`src/rtl/nvme_cc_sequencer.sv`:
```
// nvme_cc_sequencer: CC.EN/CC.SHN controller sequencer driving CSTS and the queue-engine handshakes.
module nvme_cc_sequencer #(
    parameter int TICKS_PER_UNIT = 1000,
    parameter int RST_CYCLES = 4
) (
    input  logic       clk,
    input  logic       reset,
    input  logic       cc_en,
    input  logic [1:0] cc_shn,
    input  logic [3:0] cap_to,
    input  logic       aq_valid,
    input  logic       init_done,
    input  logic       flush_done,
    output logic       init_req,
    output logic       flush_req,
    output logic       core_en,
    output logic       core_rst,
    output logic       csts_rdy,
    output logic [1:0] csts_shst,
    output logic       csts_cfs
);
    localparam int CW = 4 + $clog2(TICKS_PER_UNIT) + 1;
    typedef enum logic [2:0] {IDLE, INIT, READY, SHUTDOWN, SHDN_DONE, DISABLE, FATAL} state_t;
    state_t state;
    logic [CW-1:0] cnt, limit, lim_new;
    logic expired, busy;
    always_comb begin
        lim_new = CW'(cap_to == 4'd0 ? 4'd1 : cap_to) * CW'(TICKS_PER_UNIT);
        expired = (cnt + CW'(1)) == limit;
        busy = state != IDLE && state != DISABLE;
    end
    // The counter doubles as the core_rst pulse timer while in DISABLE.
    always_ff @(posedge clk or posedge reset) begin
        if (reset) begin
            state <= IDLE;
            cnt <= '0;
            limit <= '0;
            init_req <= 1'b0;
            flush_req <= 1'b0;
            core_en <= 1'b0;
            core_rst <= 1'b0;
            csts_rdy <= 1'b0;
            csts_shst <= 2'b00;
            csts_cfs <= 1'b0;
        end else if (!cc_en && busy) begin
            state <= DISABLE;
            cnt <= '0;
            core_rst <= 1'b1;
            core_en <= 1'b0;
            init_req <= 1'b0;
            flush_req <= 1'b0;
        end else begin
            case (state)
                IDLE: if (cc_en) begin
                    if (aq_valid) begin
                        state <= INIT;
                        cnt <= '0;
                        limit <= lim_new;
                        init_req <= 1'b1;
                    end else begin
                        state <= FATAL;
                        csts_cfs <= 1'b1;
                    end
                end
                INIT: if (init_done) begin
                    state <= READY;
                    init_req <= 1'b0;
                    csts_rdy <= 1'b1;
                    core_en <= 1'b1;
                end else if (expired) begin
                    state <= FATAL;
                    init_req <= 1'b0;
                    csts_cfs <= 1'b1;
                end else begin
                    cnt <= cnt + CW'(1);
                end
                READY: if (cc_shn != 2'b00) begin
                    state <= SHUTDOWN;
                    cnt <= '0;
                    limit <= lim_new;
                    core_en <= 1'b0;
                    flush_req <= 1'b1;
                    csts_shst <= 2'b01;
                end
                SHUTDOWN: if (flush_done) begin
                    state <= SHDN_DONE;
                    flush_req <= 1'b0;
                    csts_shst <= 2'b10;
                end else if (expired) begin
                    state <= FATAL;
                    flush_req <= 1'b0;
                    csts_cfs <= 1'b1;
                end else begin
                    cnt <= cnt + CW'(1);
                end
                DISABLE: if (cnt == CW'(RST_CYCLES - 1)) begin
                    state <= IDLE;
                    core_rst <= 1'b0;
                    csts_rdy <= 1'b0;
                    csts_shst <= 2'b00;
                    csts_cfs <= 1'b0;
                end else begin
                    cnt <= cnt + CW'(1);
                end
                SHDN_DONE, FATAL: state <= state;
                default: state <= IDLE;
            endcase
        end
    end
endmodule

```
`config.mk`:
```
export PLATFORM = sky130hd
export DESIGN_NAME = nvme_cc_sequencer
export DESIGN_NICKNAME = d
export VERILOG_FILES = /design/src/rtl/nvme_cc_sequencer.sv
export SDC_FILE = /design/constraint.sdc
export NUM_CORES = 1
export LEC_CHECK = 0
export CORE_MARGIN = 2
export CORE_UTILIZATION = 40
export CTS_BUF_LIST = sky130_fd_sc_hd__clkbuf_8
export DETAILED_ROUTE_END_ITERATION = 6
export SETUP_SLACK_MARGIN = 0.1
export SKIP_LAST_GASP = 1
export SLEW_MARGIN = 0
export SYNTH_ARGS = -nofsm -noshare
export SYNTH_HDL_FRONTEND = slang
export SYNTH_SLANG_ARGS = --single-unit
```
`constraint.sdc`:
```
create_clock -name clk -period 5.1 [get_ports clk]
set_input_delay 1.53 -clock clk [delete_from_list [all_inputs] [get_ports clk]]
set_output_delay 1.53 -clock clk [all_outputs]
set_load 0.05 [all_outputs]
```
# ---- After elaboration in Yosys (flattened, before gate mapping)
# Index checks and enable logic that the tools add are counted.
dict set report totals {
  inputBits 12
  reg_bits 41
  elab_cells 121
}
dict set report classes {
  n_reduce_logical 28
  muxes 51
  multipliers 1
  n_addsub 1
  bitwise_logic 1
  n_eq_ne 29
}
# cell count
set ops {}
lappend ops {{2-to-1 mux 15 bit} 11}
lappend ops {{case mux 15 bit (5 select lines)} 1}
lappend ops {{case mux 15 bit (2 select lines)} 1}
lappend ops {{inequality test 3 bit, second input constant} 9}
lappend ops {{2-to-1 mux 3 bit} 8}
lappend ops {{inequality test 2 bit, second input constant} 10}
lappend ops {{2-to-1 mux 1 bit} 19}
lappend ops {{case mux 3 bit (6 select lines)} 1}
lappend ops {{adder 15 x 1 -> 15 bit, second input constant} 1}
lappend ops {{== test 15 bit} 1}
lappend ops {{== test 15 x 2 -> 1 bit, second input constant} 1}
lappend ops {{nonzero test 3 bit} 5}
lappend ops {{AND reduction 7 bit} 2}
lappend ops {{AND reduction 4 bit} 3}
lappend ops {{multiplier 4 x 7 -> 11 bit, second input constant} 1}
lappend ops {{AND reduction 5 bit} 2}
lappend ops {{nonzero test 2 bit} 5}
lappend ops {{== test 3 bit, second input constant} 3}
lappend ops {{inequality test 4 bit, second input constant} 2}
lappend ops {{case mux 1 bit (2 select lines)} 4}
lappend ops {{== test 3 x 2 -> 1 bit, second input constant} 2}
lappend ops {{2-to-1 mux 2 bit} 3}
lappend ops {{case mux 2 bit (3 select lines)} 1}
lappend ops {{AND reduction 3 bit} 2}
lappend ops {{other kinds (12)} 13}

# ---- Longest topological paths before layout
dict set report depth {
  word_depth 6
  mapped_depth 18
  depth_no_buf 18
}

# ---- Least setup slack after synthesis
# No wires, ideal clock.
dict set report synth_timing {
  path_type {input -> register}
  startpoint {input cap_to[2]}
  endpoint {register limit[13]}
  arrival_time_ps 4136
  stages 14
  slack_ps 828
  t_required_ps 4964
  setup_ps 136
  path_cell_list {inv_1 ha_1 a21oi_1 fa_1 inv_1 ha_1 a21o_1 a21oi_1 o21bai_1 a21oi_1 o21bai_1 a21oi_1 xor2_1 o21ai_0}
}
dict set report synth_between {
  elab_chain_cells 6
  elab_cells_between_ends 7
  cone_classes {1 x mul; 5 x mux; 1 x reduce/logical}
}
# element line_no
set synth_lines {}
lappend synth_lines {{start, declared} 10} ;# input logic [3:0] cap_to,
lappend synth_lines {{logical NOT 4 bit} 28} ;# lim_new = CW'(cap_to == 4'd0 ? 4'd1 : cap_to) * CW'(TICKS_PER_UNIT);
lappend synth_lines {{2-to-1 mux 4 bit *} 28}
lappend synth_lines {{multiplier 4 x 7 -> 11 bit *} 28}
lappend synth_lines {{2-to-1 mux 15 bit} 55} ;# if (aq_valid) begin
lappend synth_lines {{2-to-1 mux 15 bit} 54} ;# IDLE: if (cc_en) begin
lappend synth_lines {{case mux 15 bit (2 select lines) *} 53} ;# case (state)
lappend synth_lines {{end signal, assigned} 58} ;# limit <= lim_new;
lappend synth_lines {{end signal, assigned} 80} ;# limit <= lim_new;
lappend synth_lines {{end, declared} 25} ;# logic [CW-1:0] cnt, limit, lim_new;
# Mark *: on every way between the ends. The rest lies on a longest branch, timed or not. The select of a mux whose other input is x is not followed.
# A chain may end at the register's enable or synchronous reset.

# ---- Worst setup path after layout
# Same ends and word-level chain as after synthesis.

==> impl_metrics.csv <==
group,metric,value,unit
route,drt-vias-per-instance,5.639,
worst_setup_path,worstPathRequired,5240,ps
sta,slew_headroom,49.07,%
worst_setup_path,slowest_stage,"clkdlybuf4s50_1",
floorplan,ios,20,
yosys,syn_area,3040,µm²
grt,grt_max_degree,38,
worst_setup_path,r2r_setup_slack,1610,ps
pwr,p_leak,1.416,nW
floorplan,dieArea,8315,µm²
route,vias,2656,
yosys,synth.avg_cell_area,8.353,µm²
yosys,synth_top_area_share,30.45,%
grt,grt_antenna_before_repair,0,
sta,final_hold_viol_count,0,
floorplan,rows,31,
final_layout,finish.utilization,46.07,%
sta,whs,466.3,ps
place,dpl_cell_area,3276,µm²
route,firstDrtPassIters,5,
clock_network,cts_hold_buf,0,
yosys,synth-compound-area-share,20.66,%
place,place_ws,267.5,ps
yosys,synth_warnings,0,
clock_network,numCtsBuffers,5,
yosys,netlist_instances,364,
worst_setup_path,startpoint_type,"input port",
worst_setup_path,critPathKind,"input port to register",
clock_network,clockBufferDepth,2,
yosys,synth-simple-area-share,22.92,%
route,wirelength,6883,µm
yosys,postSynth.asyncResetShare,100.0,%
sta,setup_viol,0,
min_path,min_path_type,"register to register",
worst_setup_path,slowest_delay,470,ps
worst_setup_path,worstPathMaxFanout,3,
yosys,synth_area_leaders,"dfrtp_1, ha_1, nand2_1, fa_1, xnor2_1",
place,io_buffers,19,
worst_setup_path,r2r_cells,10,
sta,setup_ws,588.7,ps
clock_network,cts_max_level,2,
sta,setup_tns,0,ps
floorplan,die_w,91.19,µm
clock_network,post_cts_buffers,0,
sta,slew_violations,0,
yosys,synth_top_family_by_area,"simple AND/OR/NAND/NOR gates",
clock_network,cts-root-buf,"clkbuf_8",
sta,clock.fmax,221.7,MHz
sta,fin_crit,4511,ps
yosys,yosys_most_used_dff,"dfrtp_1",
place,gp_congestion,0.8588,
yosys,synth.most_common_cell,"nand2_1",
clock_network,cts_sinks,37,
clock_network,cts_repair_resize_count,0,
place,dpl.hpwl,5181,µm
route,wire_per_inst,14.61,µm
yosys,synth_mux_area_share,2.099,%
pwr,ir_drop,265.8,µV
floorplan,core,7292,µm²
min_path,holdPathEnd,"csts_shst[1]",
min_path,hp-start,"csts_shst[1]",
yosys,ys_ff_latch,37,
job,cap_violations,0,
worst_setup_path,reg2reg_to,"cnt[10]",
final_layout,nNetsFinal,406,
sta,fin_worst_skew,7.964,ps
worst_setup_path,setup.worst_path.end_class,"register",
route,ant_nets,0,
worst_setup_path,path_cells,"clkdlybuf4s50_1, inv_1, ha_1, nand2_1, nor2_1, nor2_1, ha_1, inv_1, fa_1, inv_1, ha_1, a21o_1, a21oi_1, o21bai_1, a21oi_1, o21bai_1, a21oi_1, xor2_1, o21ai_0",
worst_setup_path,cp.buffers_inverters,4,
yosys,yosysTopAreaCell,"dfrtp_1",
sta,worstMarginPinSlew,764.0,ps
clock_network,clkTransAtPathRegs,80,ps
sta,rsz0062_at_grt,"false",
final_layout,design_area,3359,µm²
yosys,synth_cell_type_count,63,
clock_network,clkLatencyLatePin,290,ps
final_layout,area_delta_synth_final,10.49,%
route,drt_iter0_markers,222,
sta,min_period_over_period,88.46,%
yosys,synth-edff-count,0,
final_layout,drive_gt1_share,6.452,%
grt,grt-ovfl-total,0,
grt,grt_pass1_wl,11840,µm
worst_setup_path,r2r-start,"cnt[0]",
grt,grt_pass1_vias,2433,
yosys,syn_nets,399,
floorplan,die_h,91.19,µm
final_layout,antennaDiodeCount,0,
yosys,synth_commonest_cells,"nand2_1, dfrtp_1, nor2_1, o21ai_0, a21oi_1",
route,drc,0,
clock_network,cts_tree,"yes",
yosys,yosysSeqAreaShare,30.45,%
worst_setup_path,critPathArrivalTime,4650,ps
pwr,powerDensity,419.8,nW/µm²
yosys,synth_xor_xnor_area_share,5.761,%
yosys,synthAdderAreaFrac,11.19,%
floorplan,start_util,41.70,%
worst_setup_path,crit_family,"adder cells",
run_status,status,"completed",
min_path,min_path_cells,2,
grt,grt_usage,17.41,%
==> flip-flops by register name, indices dropped and copies added, names as in the netlist <==
signal,flops
csts_rdy,1
flush_req,1
csts_cfs,1
state,3
init_req,1
limit,11
core_en,1
cnt,15
core_rst,1
csts_shst,2
==> power breakdown <==
part	total [W]	internal [W]	switching, W
clock network	0.000198	0.0000927	0.000105
logic	0.000714	0.000291	0.000424
registers	0.000498	0.000370	0.000127
==> cells in the final DEF (no fill, tap or decap), drive strengths merged, types with 3 or more instances in the layout <==
| cell type | n |
|---|---|
| nand2 | 45 |
| dfrtp | 37 |
| nor2 | 27 |
| o21ai | 26 |
| a21oi | 23 |
| inv | 23 |
| clkdlybuf4s50 | 19 |
| xnor2 | 16 |
| ha | 16 |
| a31oi | 9 |
| nand3 | 9 |
| nand4 | 8 |
| nand2b | 7 |
| a21o | 7 |
| fa | 7 |
| buf | 7 |
| nor3 | 6 |
| or3 | 5 |
| clkbuf | 5 |
| nor4 | 5 |
| xor2 | 4 |
| a211oi | 4 |
| o211ai | 4 |
| nor2b | 3 |
| mux2i | 3 |
| or4 | 3 |
| o221ai | 3 |
| and2 | 3 |
| a22o | 3 |
| mux2 | 3 |
| and3 | 3 |
==> layer usage <==
| layer | vias up | GRT usage (%) | part of all wire, % |
|---|---|---|---|
| li1 | 1321 | - | - |
| met5 | - | 0 | 0 |
| met4 | 0 | 4.040 | 0.99 |
| met2 | 80 | 27.16 | 45 |
| met1 | 1246 | 25.51 | 50 |
| met3 | 9 | 2.490 | 5.0 |
==> logic make-up (layout without fill, tap and decap cells) <==
kind of cell             Yosys count  after routing
AND/OR/NAND/NOR                  133            133
XOR/XNOR                          20             20
AO/OA/AOI/OAI                     98             98
flip-flops                        37             37
multiplexers                       6              6
adder cells (fa/ha/maj)           23             23
buffers and inverters             47             55
==> worst min-delay path, delay by kind of cell (launching register included) <==
family	cells	cell delay [ps]
flops	1	340
simple gates	2	90
==> per-stage QoR <==
stage	power, W	instances
floorplan	0.001034	364
global placement	0.001204	463
detailed placement	0.001216	463
CTS	0.001419	471
global route	0.001530	471
finish	0.001410	471
==> area by class of cell <==
type / count / area [µm²]
inverters: 21 / 78.83
multi-input cells: 280 / 1904
clock inverters: 3 / 15.01
flip-flops and latches: 37 / 925.9
clock buffers: 5 / 68.82
fillers: 748 / 3933
repair buffers: 26 / 242.7
well taps: 99 / 123.9
==> worst max-delay path by stage <==
stage	startpoint	to	cells after the start
4_1_cts	cap_to[2]	limit[12]	17
5_1_grt	cap_to[3]	limit[13]	19
3_3_place_gp	cap_to[2]	limit[13]	19
6_report	cap_to[2]	limit[13]	19
2_1_floorplan	cap_to[2]	limit[13]	14
3_5_place_dp	cap_to[2]	limit[13]	19
Note: power is estimated with default switching activity, not from simulation.
